`src/rtl/divider_s_pkg.sv`:
```
// Shared constants for the sequential divider: default width, fixed latency
// and the legacy-compatible FSM state encodings.
package divider_s_pkg;

   localparam int DIV_WIDTH   = 32;
   localparam int DIV_LATENCY = DIV_WIDTH + 2;

   localparam logic [1:0] IDLE = 2'd0;
   localparam logic [1:0] CALC = 2'd1;
   localparam logic [1:0] FIX  = 2'd2;
   localparam logic [1:0] DONE = 2'd3;

endpackage

```
`src/rtl/divider_s_if.sv`:
```
// Request/result bundle between the ALU (master) and the divider (slave).
interface divider_s_if #(parameter int WIDTH = divider_s_pkg::DIV_WIDTH);
   import divider_s_pkg::*;

   logic             start;
   logic             sgn;
   logic [WIDTH-1:0] dividend;
   logic [WIDTH-1:0] divisor;
   logic             busy;
   logic             done;
   logic [WIDTH-1:0] quot;
   logic [WIDTH-1:0] rem;
   logic             dbz;

   modport master (
      output start, sgn, dividend, divisor,
      input  busy, done, quot, rem, dbz
   );

   modport slave (
      input  start, sgn, dividend, divisor,
      output busy, done, quot, rem, dbz
   );

endinterface

```
`src/rtl/divider_s_div_step.sv`:
```
// One combinational restoring-division iteration on magnitudes.
module div_step
   import divider_s_pkg::*;
#(
   parameter int WIDTH = DIV_WIDTH
) (
   input  logic [WIDTH:0]   r,
   input  logic [WIDTH-1:0] q,
   input  logic [WIDTH:0]   d,
   output logic [WIDTH:0]   r_next,
   output logic [WIDTH-1:0] q_next
);

   logic [WIDTH+1:0] shifted;
   logic [WIDTH+1:0] diff;

   // One guard bit above the shifted remainder so the borrow is a true sign.
   always_comb begin
      shifted = {r, q[WIDTH-1]};
      diff    = shifted - {1'b0, d};
      if (!diff[WIDTH+1]) begin
         r_next = diff[WIDTH:0];
         q_next = {q[WIDTH-2:0], 1'b1};
      end else begin
         r_next = shifted[WIDTH:0];
         q_next = {q[WIDTH-2:0], 1'b0};
      end
   end

endmodule

```
`src/rtl/divider_s.sv`:
```
// Sequential signed/unsigned divider: one restoring step per clock, start/done
// handshake, fixed WIDTH+2 cycle latency including divide-by-zero.
module divider_s
   import divider_s_pkg::*;
#(
   parameter int WIDTH = DIV_WIDTH
) (
   input  logic       clk,
   input  logic       rst,
   divider_s_if.slave bus
);

   localparam int CW = $clog2(WIDTH + 1);

   logic [1:0]       state;
   logic [CW-1:0]    count;
   logic [WIDTH:0]   r_q;
   logic [WIDTH:0]   d_q;
   logic [WIDTH-1:0] q_q;
   logic [WIDTH-1:0] dvd_q;
   logic             neg_a_q;
   logic             neg_b_q;
   logic             dbz_q;
   logic [WIDTH:0]   r_nx;
   logic [WIDTH-1:0] q_nx;
   logic [WIDTH-1:0] a_abs;
   logic [WIDTH-1:0] b_abs;
   logic [WIDTH-1:0] quot_r;
   logic [WIDTH-1:0] rem_r;
   logic             dbz_r;

   always_comb begin
      a_abs = (bus.sgn && bus.dividend[WIDTH-1]) ? -bus.dividend : bus.dividend;
      b_abs = (bus.sgn && bus.divisor[WIDTH-1])  ? -bus.divisor  : bus.divisor;
   end

   div_step #(.WIDTH(WIDTH)) u_step (
      .r      (r_q),
      .q      (q_q),
      .d      (d_q),
      .r_next (r_nx),
      .q_next (q_nx)
   );

   // CALC spends one extra cycle on count==WIDTH so latency stays WIDTH+2.
   always_ff @(posedge clk) begin
      if (rst) begin
         state   <= IDLE;
         count   <= '0;
         r_q     <= '0;
         d_q     <= '0;
         q_q     <= '0;
         dvd_q   <= '0;
         neg_a_q <= 1'b0;
         neg_b_q <= 1'b0;
         dbz_q   <= 1'b0;
         quot_r  <= '0;
         rem_r   <= '0;
         dbz_r   <= 1'b0;
      end else begin
         case (state)
            IDLE: begin
               if (bus.start) begin
                  neg_a_q <= bus.sgn & bus.dividend[WIDTH-1];
                  neg_b_q <= bus.sgn & bus.divisor[WIDTH-1];
                  q_q     <= a_abs;
                  d_q     <= {1'b0, b_abs};
                  dvd_q   <= bus.dividend;
                  dbz_q   <= (bus.divisor == '0);
                  r_q     <= '0;
                  count   <= '0;
                  state   <= CALC;
               end
            end
            CALC: begin
               if (count == CW'(WIDTH)) begin
                  state <= FIX;
               end else begin
                  r_q   <= r_nx;
                  q_q   <= q_nx;
                  count <= count + 1'b1;
               end
            end
            FIX: begin
               if (dbz_q) begin
                  quot_r <= '1;
                  rem_r  <= dvd_q;
               end else begin
                  quot_r <= (neg_a_q ^ neg_b_q) ? -q_q : q_q;
                  rem_r  <= neg_a_q ? -r_q[WIDTH-1:0] : r_q[WIDTH-1:0];
               end
               dbz_r <= dbz_q;
               state <= DONE;
            end
            DONE:    state <= IDLE;
            default: state <= IDLE;
         endcase
      end
   end

   assign bus.busy = (state != IDLE);
   assign bus.done = (state == DONE);
   assign bus.quot = quot_r;
   assign bus.rem  = rem_r;
   assign bus.dbz  = dbz_r;

endmodule

```
`src/flat_wrapper.sv`:
```
// flat-port wrapper written by rule: the top's interface ports become plain ports
module divider_s_flat import divider_s_pkg::*;
#(
   parameter int WIDTH = DIV_WIDTH
)
  (clk, rst, bus_start, bus_sgn, bus_dividend, bus_divisor, bus_busy, bus_done, bus_quot, bus_rem, bus_dbz);
  divider_s_if #(.WIDTH(WIDTH)) bus_i ();
  input  logic clk;
  input  logic rst;
  input wire logic [$bits(bus_i.start)-1:0] bus_start;
  input wire logic [$bits(bus_i.sgn)-1:0] bus_sgn;
  input wire logic [$bits(bus_i.dividend)-1:0] bus_dividend;
  input wire logic [$bits(bus_i.divisor)-1:0] bus_divisor;
  output wire logic [$bits(bus_i.busy)-1:0] bus_busy;
  output wire logic [$bits(bus_i.done)-1:0] bus_done;
  output wire logic [$bits(bus_i.quot)-1:0] bus_quot;
  output wire logic [$bits(bus_i.rem)-1:0] bus_rem;
  output wire logic [$bits(bus_i.dbz)-1:0] bus_dbz;
  assign bus_i.start = bus_start;
  assign bus_i.sgn = bus_sgn;
  assign bus_i.dividend = bus_dividend;
  assign bus_i.divisor = bus_divisor;
  assign bus_busy = bus_i.busy;
  assign bus_done = bus_i.done;
  assign bus_quot = bus_i.quot;
  assign bus_rem = bus_i.rem;
  assign bus_dbz = bus_i.dbz;
  divider_s #(.WIDTH(WIDTH)) u_core (.clk(clk), .rst(rst), .bus(bus_i));
endmodule
```
`config.mk`:
```
export PLATFORM = sky130hd
export DESIGN_NAME = divider_s_flat
export DESIGN_NICKNAME = d
export VERILOG_FILES = /design/src/rtl/divider_s_pkg.sv /design/src/rtl/divider_s_if.sv /design/src/rtl/divider_s_div_step.sv /design/src/rtl/divider_s.sv /design/src/flat_wrapper.sv
export SDC_FILE = /design/constraint.sdc
export NUM_CORES = 1
export LEC_CHECK = 0
export CAP_MARGIN = 30
export CORE_UTILIZATION = 45
export CTS_CLUSTER_DIAMETER = 80
export CTS_CLUSTER_SIZE = 25
export DETAILED_ROUTE_END_ITERATION = 16
export GPL_ROUTABILITY_DRIVEN = 0
export GPL_TIMING_DRIVEN = 0
export PLACE_DENSITY_LB_ADDON = 0.15
export SETUP_SLACK_MARGIN = 0.3
export SLEW_MARGIN = 10
export SYNTH_ARGS = -nofsm -noshare
export SYNTH_HDL_FRONTEND = slang
export SYNTH_SLANG_ARGS = --single-unit
```
`constraint.sdc`:
```
create_clock -name clk -period 3.49 [get_ports clk]
set_clock_uncertainty 0.1 [all_clocks]
set_input_delay 0.349 -clock clk [delete_from_list [all_inputs] [get_ports clk]]
set_output_delay 0.349 -clock clk [all_outputs]
set_load 0.05 [all_outputs]
```
# Yosys cells after proc, flatten, opt, wreduce, memory -nomap -nowiden
# Cells that the tools add are included.
# op_classes
add_sub_neg,6
eq_ne,7
muxes,20
bitwise_logic,3
n_reduce_logical,9
# op_table
operator,n
32-bit 2-to-1 mux,8
32-bit negation,4
33-bit 2-to-1 mux,3
33-bit one-hot mux with 2 select lines,1
32-bit one-hot mux with 2 select lines,1
34-bit by 32-bit subtractor with 34-bit output,1
32-bit zero test,1
6-bit 2-to-1 mux,2
6-bit one-hot mux with 2 select lines,1
2-bit one-hot mux with 4 select lines,1
6-bit by 1-bit adder with 6-bit output (second input constant),1
6-bit == test (second input constant),1
2-bit == test (second input constant),2
2-bit 2-to-1 mux,2
2-bit inequality test (second input constant),2
2-bit AND reduction,2
2-bit nonzero test,2
3-bit AND reduction,1
1-bit AND,2
2-bit by 1-bit == test with 1-bit output (second input constant),1
1-bit logical AND,2
2-bit zero test,1
2-bit by 1-bit inequality test with 1-bit output (second input constant),1
1-bit 2-to-1 mux,1
1-bit bitwise XOR,1
# totals
regBits,205
input_bits,68
output_inout_bits,67

# Logic depth before layout (Yosys ltp)
# Gate-level depths: netlist (run 1).
# logic_depth
depth_word,4
mapped_depth,13

# Hierarchy
# From an unflattened synthesis (run 1), not the netlist that was laid out.
# hier_totals
hier_cells,1697
area_unflattened_um2,13344.0
# by_module_without_submodules
module,instances,cells_per_inst,area_each_um2
divider_s,1,1359,10736.5
div_step,1,338,2607.5

# Worst setup path before layout (run 1)
# Ideal clock, no wire load.
# synth_timing
path_kind,flip-flop to flip-flop
start,register u_core.r_q[17]
end,register u_core.r_q[29]
t_arrival_ps,2675
required_time_ps,3331
slack_ps,657
path_stages_with_launch,13
path_buffers,2
cell_sequence,dfxtp_1 ha_1 clkbuf_2 a21oi_1 o21ai_0 a2111oi_0 o31ai_1 and2_1 a221oi_2 buf_4 nand3_1 mux2_2 nand2_1
# synth_between
elab_chain_len,4
# synth_rtl
element,line,text
from (decl),divider_s.sv:17,logic [WIDTH:0] r_q;
from (signal assigned),divider_s.sv:79,r_q <= r_nx;
34-bit by 32-bit subtractor with 34-bit output,divider_s_div_step.sv:20,"diff = shifted - {1'b0, d};"
33-bit 2-to-1 mux,divider_s_div_step.sv:21,if (!diff[WIDTH+1]) begin
33-bit 2-to-1 mux,divider_s.sv:76,if (count == CW'(WIDTH)) begin
33-bit one-hot mux with 2 select lines,divider_s.sv:61,case (state)
# No other way between the ends. The select of a mux whose other input is x is not followed.
# A chain may end at the register's enable or synchronous reset.

# Worst setup path after layout (run 1)
# layout_timing
start,register u_core.d_q[18]
end,register u_core.r_q[29]
# layout_between
elab_chain_len,4
# layout_rtl
element,line,text
from (decl),divider_s.sv:18,logic [WIDTH:0] d_q;
from (signal assigned),divider_s.sv:67,"d_q <= {1'b0, b_abs};"
34-bit by 32-bit subtractor with 34-bit output,divider_s_div_step.sv:20,
33-bit 2-to-1 mux,divider_s_div_step.sv:21,
33-bit 2-to-1 mux,divider_s.sv:76,
33-bit one-hot mux with 2 select lines,divider_s.sv:61,
# No other way between the ends. The select of a mux whose other input is x is not followed.

==> impl_metrics.json, run 1 <==
{
  "wl_mm": 36.2,
  "path_delay_family": "compound AO/OA/AOI/OAI gates",
  "drc_errors": 0,
  "cts_buffers": 14,
  "critPathLaunchType": "flip-flop",
  "r2r_cells": 14,
  "cts_tree": "built",
  "post-dp-hpwl_mm": 28.9,
  "cp_cell_sequence": "inv_1 -> ha_1 -> clkbuf_2 -> a21oi_2 -> o21ai_1 -> a2111oi_2 -> o31ai_1 -> and2_1 -> a221oi_4 -> buf_4 -> buf_6 -> nand3_1 -> mux2_2 -> nand2_1",
  "path_clk_slew_ps": 80,
  "dieWidth_um": 167,
  "io_pins": 135,
  "power.density_mw_per_mm2": 660,
  "crit_required_ps": 3820,
  "p_total_mw": 9.66,
  "drive_gt1_share_pct": 5.10,
  "yosysWarningCount": 0,
  "cp_max_fo": 10,
  "worst_ep_arrival_time_ps": 3400,
  "routedWlPerCell_um": 17.4,
  "grtUsageMet3_pct": 2.74,
  "fmax_mhz": 326,
  "critPathLaunch": "u_core.d_q[18]$_SDFFE_PP0P_",
  "grt_pass1_wl_mm": 57.4,
  "worst_slew_pin_slew_ps": 1060,
  "cp-endpoint": "u_core.r_q[29]$_SDFFE_PP0P_",
  "top_usage_layer": "met2",
  "regArea_mm2": 0.00411,
  "multi_input_area_mm2": 0.00764,
  "drv_cap": 0,
  "cts_buffer_depth": 3,
  "synth_cells": 1587,
  "fin_crit_ps": 3070,
  "report.final.hold_viol_count": 0,
  "hp-class": "reg -> reg",
  "synthArstFlopShare_pct": 0,
  "cts.sinks": 205,
  "worst-r2r-setup-slack_ps": 420,
  "critPathBufInv": 4,
  "n_fill_cell": 2620,
  "synth_fp_nets": 1698,
  "rr_startpoint": "u_core.d_q[18]$_SDFFE_PP0P_",
  "cp_slowest_cell": "a2111oi_2",
  "antenna_found_initial": 0,
  "status": "finished clean",
  "synth-seq-cells": 205,
  "track_usage_pct": 25.5,
  "use_met2_pct": 46.1,
  "synth_cell_types": 68,
  "die_y_um": 167,
  "fin_util_pct": 54.5,
  "grt_overflow": 0,
  "gr-usage-met1_pct": 31.7,
  "first_global_vias": 10900,
  "root_buffer": "clkbuf_16",
  "diodes": 0,
  "areaGrowthSynthToFinish_pct": 19.2,
  "viasPerCell": 5.57,
  "drt_pass1_iterations": 5,
  "min_period_over_period_pct": 88.0,
  "synth_edf_count": 0,
  "avgSynthCellArea_um2": 7.74,
  "slew_headroom_pct": 28.5,
  "grt_max_degree": 26,
  "nets": 1852,
  "dieArea_mm2": 0.0280,
  "vias": 11600,
  "fin_area_mm2": 0.0146,
  "port_buffers": 134,
  "final_cells": 2087,
  "r2r-end": "u_core.r_q[29]$_SDFFE_PP0P_",
  "grt_setup_unrepaired": "false",
  "drtIter0Drc": 789,
  "placedCellCount": 2062,
  "synth_area_mm2": 0.0123,
  "initial_core_util_pct": 45.7,
  "yosysSeqAreaShare_pct": 33.4,
  "report.final.slew_viol_count": 0,
  "critPathKind": "reg -> reg",
  "antenna_left": 0,
  "power.leakage_nw": 5.43,
  "placed_area_mm2": 0.0141,
  "synth_flop_cell": "dfxtp_1",
  "slowest_delay_ps": 400,
  "setup_viol": 0,
  "core-area_mm2": 0.0269,
  "cp_num_cells": 14,
  "fp-row-count": 60,
  "end_kind": "flip-flop",
  "ir_drop_mv": 0.286,
  "insertion_delay_ps": 500,
  "htree_num_levels": 1
}
placed cells by master, fill, tap and decap left out, types with 7 or more instances in the layout:
| master | count |
|---|---|
| ha_1 | 42 |
| clkbuf_2 | 9 |
| o41ai_1 | 8 |
| a21o_1 | 12 |
| clkbuf_1 | 77 |
| o22ai_1 | 37 |
| o31ai_1 | 18 |
| nor3_1 | 23 |
| a22oi_1 | 30 |
| nor2b_1 | 8 |
| o211ai_1 | 8 |
| nor2_1 | 172 |
| or3_1 | 14 |
| inv_1 | 62 |
| nand3_1 | 18 |
| nor4_1 | 9 |
| nand2_1 | 210 |
| and3_1 | 10 |
| or4_1 | 7 |
| dfxtp_1 | 201 |
| o21ai_0 | 107 |
| xor2_1 | 83 |
| nand2b_1 | 19 |
| a21oi_1 | 137 |
| o21a_1 | 7 |
| clkdlybuf4s50_1 | 134 |
| xnor2_1 | 62 |
| clkbuf_16 | 15 |
| a211oi_1 | 38 |
| mux2i_1 | 43 |
cell type report:
type | count | share of cell area, %
tap | 341 | 2.91
timing repair buffer | 138 | 9.36
sequential | 205 | 28.1
inverter | 62 | 1.59
clock inverter | 5 | 0.427
clock buffer | 16 | 2.66
buffer | 99 | 2.84
multi-input combinational | 1221 | 52.2
kinds of logic (layout without fill, tap and decap cells):
family	Yosys count	in the layout	share of synthesized area, %
AND/OR/NAND/NOR	529	529	19.6
AO/OA/AOI/OAI	460	460	23.5
flip-flops	205	205	33.4
buffers and inverters	161	320	5.06
XOR/XNOR	145	145	10.3
multiplexers	44	44	3.59
adder cells (fa/ha/maj)	43	43	4.44
per-stage QoR:
stage	setup TNS [ps]	worst slack (ps)	hold slack, ps
detailed placement	-17.3	-17.3	350
global route	0	291	382
CTS	0	297	364
floorplan	0	657	332
global placement	0	12.2	341
finish	0	419	367
repair_timing:
item                       in CTS  in global routing
setup endpoints to repair      34                 34
hold buffers                    0                  0
setup buffers                   2                  2
resized for setup              16                 28
pin swaps                       2                  4
per-layer routing:
| layer | share of wire (%) | wire [µm] |
|---|---|---|
| met3 | 4.6 | 1680 |
| met5 | 0 | 0 |
| met2 | 49 | 17800 |
| met1 | 44 | 15800 |
| met4 | 2.9 | 1040 |
flip-flops by register name, summed over array words and instances (netlist names):
name and count:
u_core.r_q 33, u_core.bus.quot 32, u_core.bus.rem 32, u_core.d_q 32, u_core.dvd_q 32, u_core.q_q 32, u_core.count 6, u_core.state 2
u_core.bus.dbz 1, u_core.dbz_q 1, u_core.neg_a_q 1, u_core.neg_b_q 1
how the worst min path moves through the flow:
| stage | from | end | depth (start not counted) |
|---|---|---|---|
| 2_1_floorplan | u_core.d_q[31]$_SDFFE_PP0P_ | u_core.d_q[31]$_SDFFE_PP0P_ | 2 |
| 3_3_place_gp | u_core.dvd_q[27]$_SDFFE_PP0P_ | u_core.dvd_q[27]$_SDFFE_PP0P_ | 2 |
| 3_5_place_dp | u_core.dvd_q[22]$_SDFFE_PP0P_ | u_core.dvd_q[22]$_SDFFE_PP0P_ | 2 |
| 4_1_cts | u_core.dvd_q[22]$_SDFFE_PP0P_ | u_core.dvd_q[22]$_SDFFE_PP0P_ | 2 |
| 5_1_grt | u_core.dvd_q[9]$_SDFFE_PP0P_ | u_core.dvd_q[9]$_SDFFE_PP0P_ | 2 |
| 6_report | u_core.dvd_q[23]$_SDFFE_PP0P_ | u_core.dvd_q[23]$_SDFFE_PP0P_ | 2 |
synth_stat cells (4+ instances only):
| master | number | share of area, % |
|---|---|---|
| a211oi_1 | 38 | 2.3 |
| a21o_1 | 12 | 0.73 |
| a21oi_1 | 139 | 5.7 |
| a22oi_1 | 30 | 1.8 |
| a2bb2oi_1 | 6 | 0.43 |
| a311oi_1 | 7 | 0.50 |
| a31oi_1 | 8 | 0.41 |
| and2_1 | 6 | 0.31 |
| and3_1 | 10 | 0.51 |
| buf_1 | 6 | 0.18 |
| buf_2 | 4 | 0.16 |
| clkbuf_1 | 85 | 2.6 |
| dfxtp_1 | 205 | 33 |
| ha_1 | 42 | 4.3 |
| inv_1 | 62 | 1.9 |
| mux2i_1 | 43 | 3.5 |
| nand2_1 | 210 | 6.4 |
| nand2b_1 | 19 | 0.97 |
| nand3_1 | 18 | 0.73 |
| nand4_1 | 5 | 0.25 |
| nor2_1 | 172 | 5.3 |
| nor2b_1 | 8 | 0.41 |
| nor3_1 | 24 | 0.98 |
| nor4_1 | 9 | 0.46 |
| o211ai_1 | 8 | 0.49 |
| o21a_1 | 8 | 0.49 |
| o21ai_0 | 110 | 4.5 |
| o22ai_1 | 37 | 1.9 |
| o31ai_1 | 18 | 1.1 |
| o31ai_2 | 5 | 0.51 |
| o41ai_1 | 8 | 0.57 |
| o41ai_2 | 5 | 0.66 |
| or2_2 | 4 | 0.20 |
| or3_1 | 14 | 0.71 |
| or4_1 | 7 | 0.43 |
| xnor2_1 | 62 | 4.4 |
| xor2_1 | 83 | 5.9 |
worst min-delay path: stages, from the launching register on:
cell and delay (ps):
dfxtp_1 320, nand2_1 50, a21oi_1 50
power breakdown:
part           total (mW)  leakage [nW]  switching, mW  internal [mW]
registers            3.18          1.67          0.367           2.82
clock network        1.76         0.215          0.873          0.885
logic                4.72          3.54           2.99           1.74
total                9.66          5.43           4.23           5.44
Power figures use the tool's default switching activity.
==> run 2: changes to the inputs <==
--- a/config.mk
+++ b/config.mk
@@ -17,4 +17,5 @@
 export SLEW_MARGIN = 10
 export SYNTH_ARGS = -nofsm -noshare
 export SYNTH_HDL_FRONTEND = slang
+export SYNTH_HIERARCHICAL = 1
 export SYNTH_SLANG_ARGS = --single-unit
==> run 2 against run 1 <==
Core utilization is 2.5 points higher; highest routed layer unchanged; first-iteration DRC count up 35%; via count grew 15%; worst hold slack got worse by 210 ps; wire length is 27% higher; critical path type unchanged; non-clock buffer count rose by 64; worst setup slack got worse by 350 ps.
==> impl_metrics.json, run 2 <==
{
  "die_y_um": 174,
  "synth_most_common_cell": "dfxtp_1",
  "synth_fp_nets": 1810,
  "setup_viol": 0,
  "drive_gt1_share_pct": 13.8,
  "rr_startpoint": "u_core/r_q[19]$_SDFFE_PP0P_",
  "fin_area_mm2": 0.0165,
  "slew_headroom_pct": 38.0,
  "top_usage_layer": "met2",
  "end_kind": "flip-flop",
  "cp_cell_sequence": "ha_4 -> and3_1 -> nand3_1 -> o221a_2 -> a311oi_4 -> a31oi_1 -> o21ai_2 -> xor2_4 -> buf_12 -> clkbuf_16 -> mux2_4 -> nand3_2 -> a21oi_2",
  "mostFrequentLayoutCells": "189 x dfxtp_1, 188 x nand2_1, 134 x a21oi_1",
  "hold_end": "u_core/dvd_q[2]$_SDFFE_PP0P_",
  "min_period_over_period_pct": 97.9,
  "port_buffers": 132,
  "fin_crit_ps": 3420,
  "avgSynthCellArea_um2": 7.86,
  "min_from": "bus_dividend[2]",
  "r2r-end": "u_core/r_q[11]$_SDFFE_PP0P_",
  "synth_flop_cell": "dfxtp_1",
  "grt_overflow": 0,
  "cts_buffers": 15,
  "fp-row-count": 62,
  "synth_area_mm2": 0.0133,
  "first_global_vias": 12400,
  "insertion_delay_ps": 500,
  "grt_pass1_wl_mm": 69.4,
  "yosysWarningCount": 6,
  "ys_top_cells_by_count": "205 x dfxtp_1, 188 x nand2_1, 162 x a21oi_1",
  "path_clk_slew_ps": 90,
  "fin_util_pct": 56.9,
  "dieArea_mm2": 0.0303,
  "fin_tns_setup_ps": 0,
  "power.density_mw_per_mm2": 677,
  "wl_mm": 45.9,
  "critPathKind": "reg -> reg",
  "setup_ws_ps": 72.4,
  "drv_cap": 0,
  "yosysSeqAreaShare_pct": 30.8,
  "place_ws_ps": -492,
  "core-area_mm2": 0.0289,
  "report.final.slew_viol_count": 0,
  "htree_num_levels": 1,
  "worst_ep_arrival_time_ps": 3670,
  "synth_edf_count": 0,
  "r2r_cells": 13,
  "vias": 13400,
  "synth_cells": 1697,
  "hold_buffers": 0,
  "worst-r2r-setup-slack_ps": 70,
  "drtIter0Drc": 1062,
  "final_common_cell": "dfxtp_1",
  "synth_area_leaders": "dfxtp_1 31%, a21oi_1 6.1%, nand2_1 5.3%",
  "regArea_mm2": 0.00413,
  "cts.sinks": 205,
  "gr-usage-met1_pct": 35.1,
  "synth_largest_area_cell": "dfxtp_1",
  "status": "finished clean",
  "fmax_mhz": 293,
  "synth-seq-cells": 205,
  "root_buffer": "clkbuf_16",
  "initial_core_util_pct": 46.1,
  "cp_max_fo": 8,
  "io_pins": 135,
  "power.leakage_nw": 5.96,
  "nets": 1982,
  "regMostFlops": "u_core/r_q",
  "areaGrowthSynthToFinish_pct": 23.5,
  "cp_slowest_cell": "dfxtp_1",
  "synthArstFlopShare_pct": 0,
  "synth_top_area_share_pct": 30.8,
  "critPathLaunchType": "flip-flop",
  "grt_max_degree": 25,
  "cts_tree": "built",
  "diodes": 0,
  "largest_reg_flops": 33,
  "ir_drop_mv": 0.326,
  "dieWidth_um": 174,
  "routedWlPerCell_um": 20.3,
  "hp-class": "in -> reg",
  "multi_input_area_mm2": 0.00872,
  "report.final.hold_viol_count": 0,
  "cts_buffer_depth": 3,
  "antenna_left": 0,
  "viasPerCell": 5.93,
  "antenna_found_initial": 0,
  "drc_errors": 0,
  "n_fill_cell": 2682,
  "use_met2_pct": 51.8,
  "placed_area_mm2": 0.0152,
  "drt_pass1_iterations": 5,
  "worst_slew_pin_slew_ps": 930,
  "post-dp-hpwl_mm": 34.5,
  "track_usage_pct": 29.1,
  "synth_cell_types": 90,
  "crit_required_ps": 3740,
  "grtUsageMet3_pct": 3.70,
  "grt_setup_unrepaired": "true",
  "slowest_delay_ps": 420,
  "hold_depth": 3
}
## run 2: layout make-up
cell class / instances / share of cell area [%]
Buffer: 146 / 4.56
Clock buffer: 18 / 2.53
Clock inverter: 7 / 0.653
Inverter: 80 / 1.82
Multi-Input combinational cell: 1266 / 52.9
Sequential cell: 205 / 25.1
Tap cell: 384 / 2.92
Timing Repair Buffer: 155 / 9.50
## run 2: cell families (layout without fill, tap and decap cells)
kind of cell	count (synthesis)	after routing	share of synthesized area, %
buffers and inverters	226	406	7.65
other	1	1	0.0281
AOI/OAI and AO/OA	500	500	24.6
xor gates and xnor gates	127	127	8.48
adders and majority gates	45	45	4.28
and+or+nand+nor	544	544	19.4
DFF	205	205	30.8
muxes	49	49	4.74
## run 2: stage by stage
step | power, mW | hold slack, ps | std cells
after floorplan | 7.07 | 325 | 1697
after global placement | 8.74 | 338 | 2213
after detailed placement | 8.82 | 349 | 2214
after CTS | 10.9 | 132 | 2254
after global routing | 11.7 | 156 | 2261
final | 11.1 | 155 | 2261
## run 2: how the worst max path moves through the flow
stage	start	endpoint
finish	u_core/r_q[19]$_SDFFE_PP0P_	u_core/r_q[11]$_SDFFE_PP0P_
CTS	u_core/d_q[1]$_SDFFE_PP0P_	u_core/r_q[23]$_SDFFE_PP0P_
detailed placement	u_core/q_q[31]$_SDFFE_PP0P_	u_core/r_q[26]$_SDFFE_PP0P_
floorplan	u_core/d_q[1]$_SDFFE_PP0P_	u_core/r_q[10]$_SDFFE_PP0P_
global placement	u_core/q_q[31]$_SDFFE_PP0P_	u_core/r_q[29]$_SDFFE_PP0P_
global route	u_core/r_q[14]$_SDFFE_PP0P_	u_core/r_q[29]$_SDFFE_PP0P_
## run 2: critical path, delay by kind of cell (launching register included)
kind,cells,cell delay (ps)
compound gates,5,1120
buf+inv,2,350
fa+ha+maj,1,350
xor+xnor,1,190
simple gates,3,450
flops,1,420
mux,1,300
## run 2: power breakdown
| part | leakage (nW) | internal (mW) | switching [mW] | total (mW) |
|---|---|---|---|---|
| Clock | 0.257 | 0.971 | 0.956 | 1.93 |
| Combinational | 4.02 | 2.07 | 3.85 | 5.92 |
| Sequential | 1.68 | 2.85 | 0.449 | 3.30 |
| Total | 5.96 | 5.89 | 5.26 | 11.1 |
## run 2: repair_timing
item | 4_1_cts | 5_1_grt
buffers inserted | 14 | 3
resized for setup | 50 | 76
gates cloned | 1 | 2
endpoints found under the setup margin | 39 | 39
hold endpoints to repair | 0 | 0
pin swaps | 11 | 40
## run 2: per-layer routing
metal | share of wire [%] | up-vias
met5 | 0 | -
met1 | 40 | 6269
li1 | - | 6448
met2 | 49 | 583
met4 | 4.0 | 0
met3 | 7.0 | 113
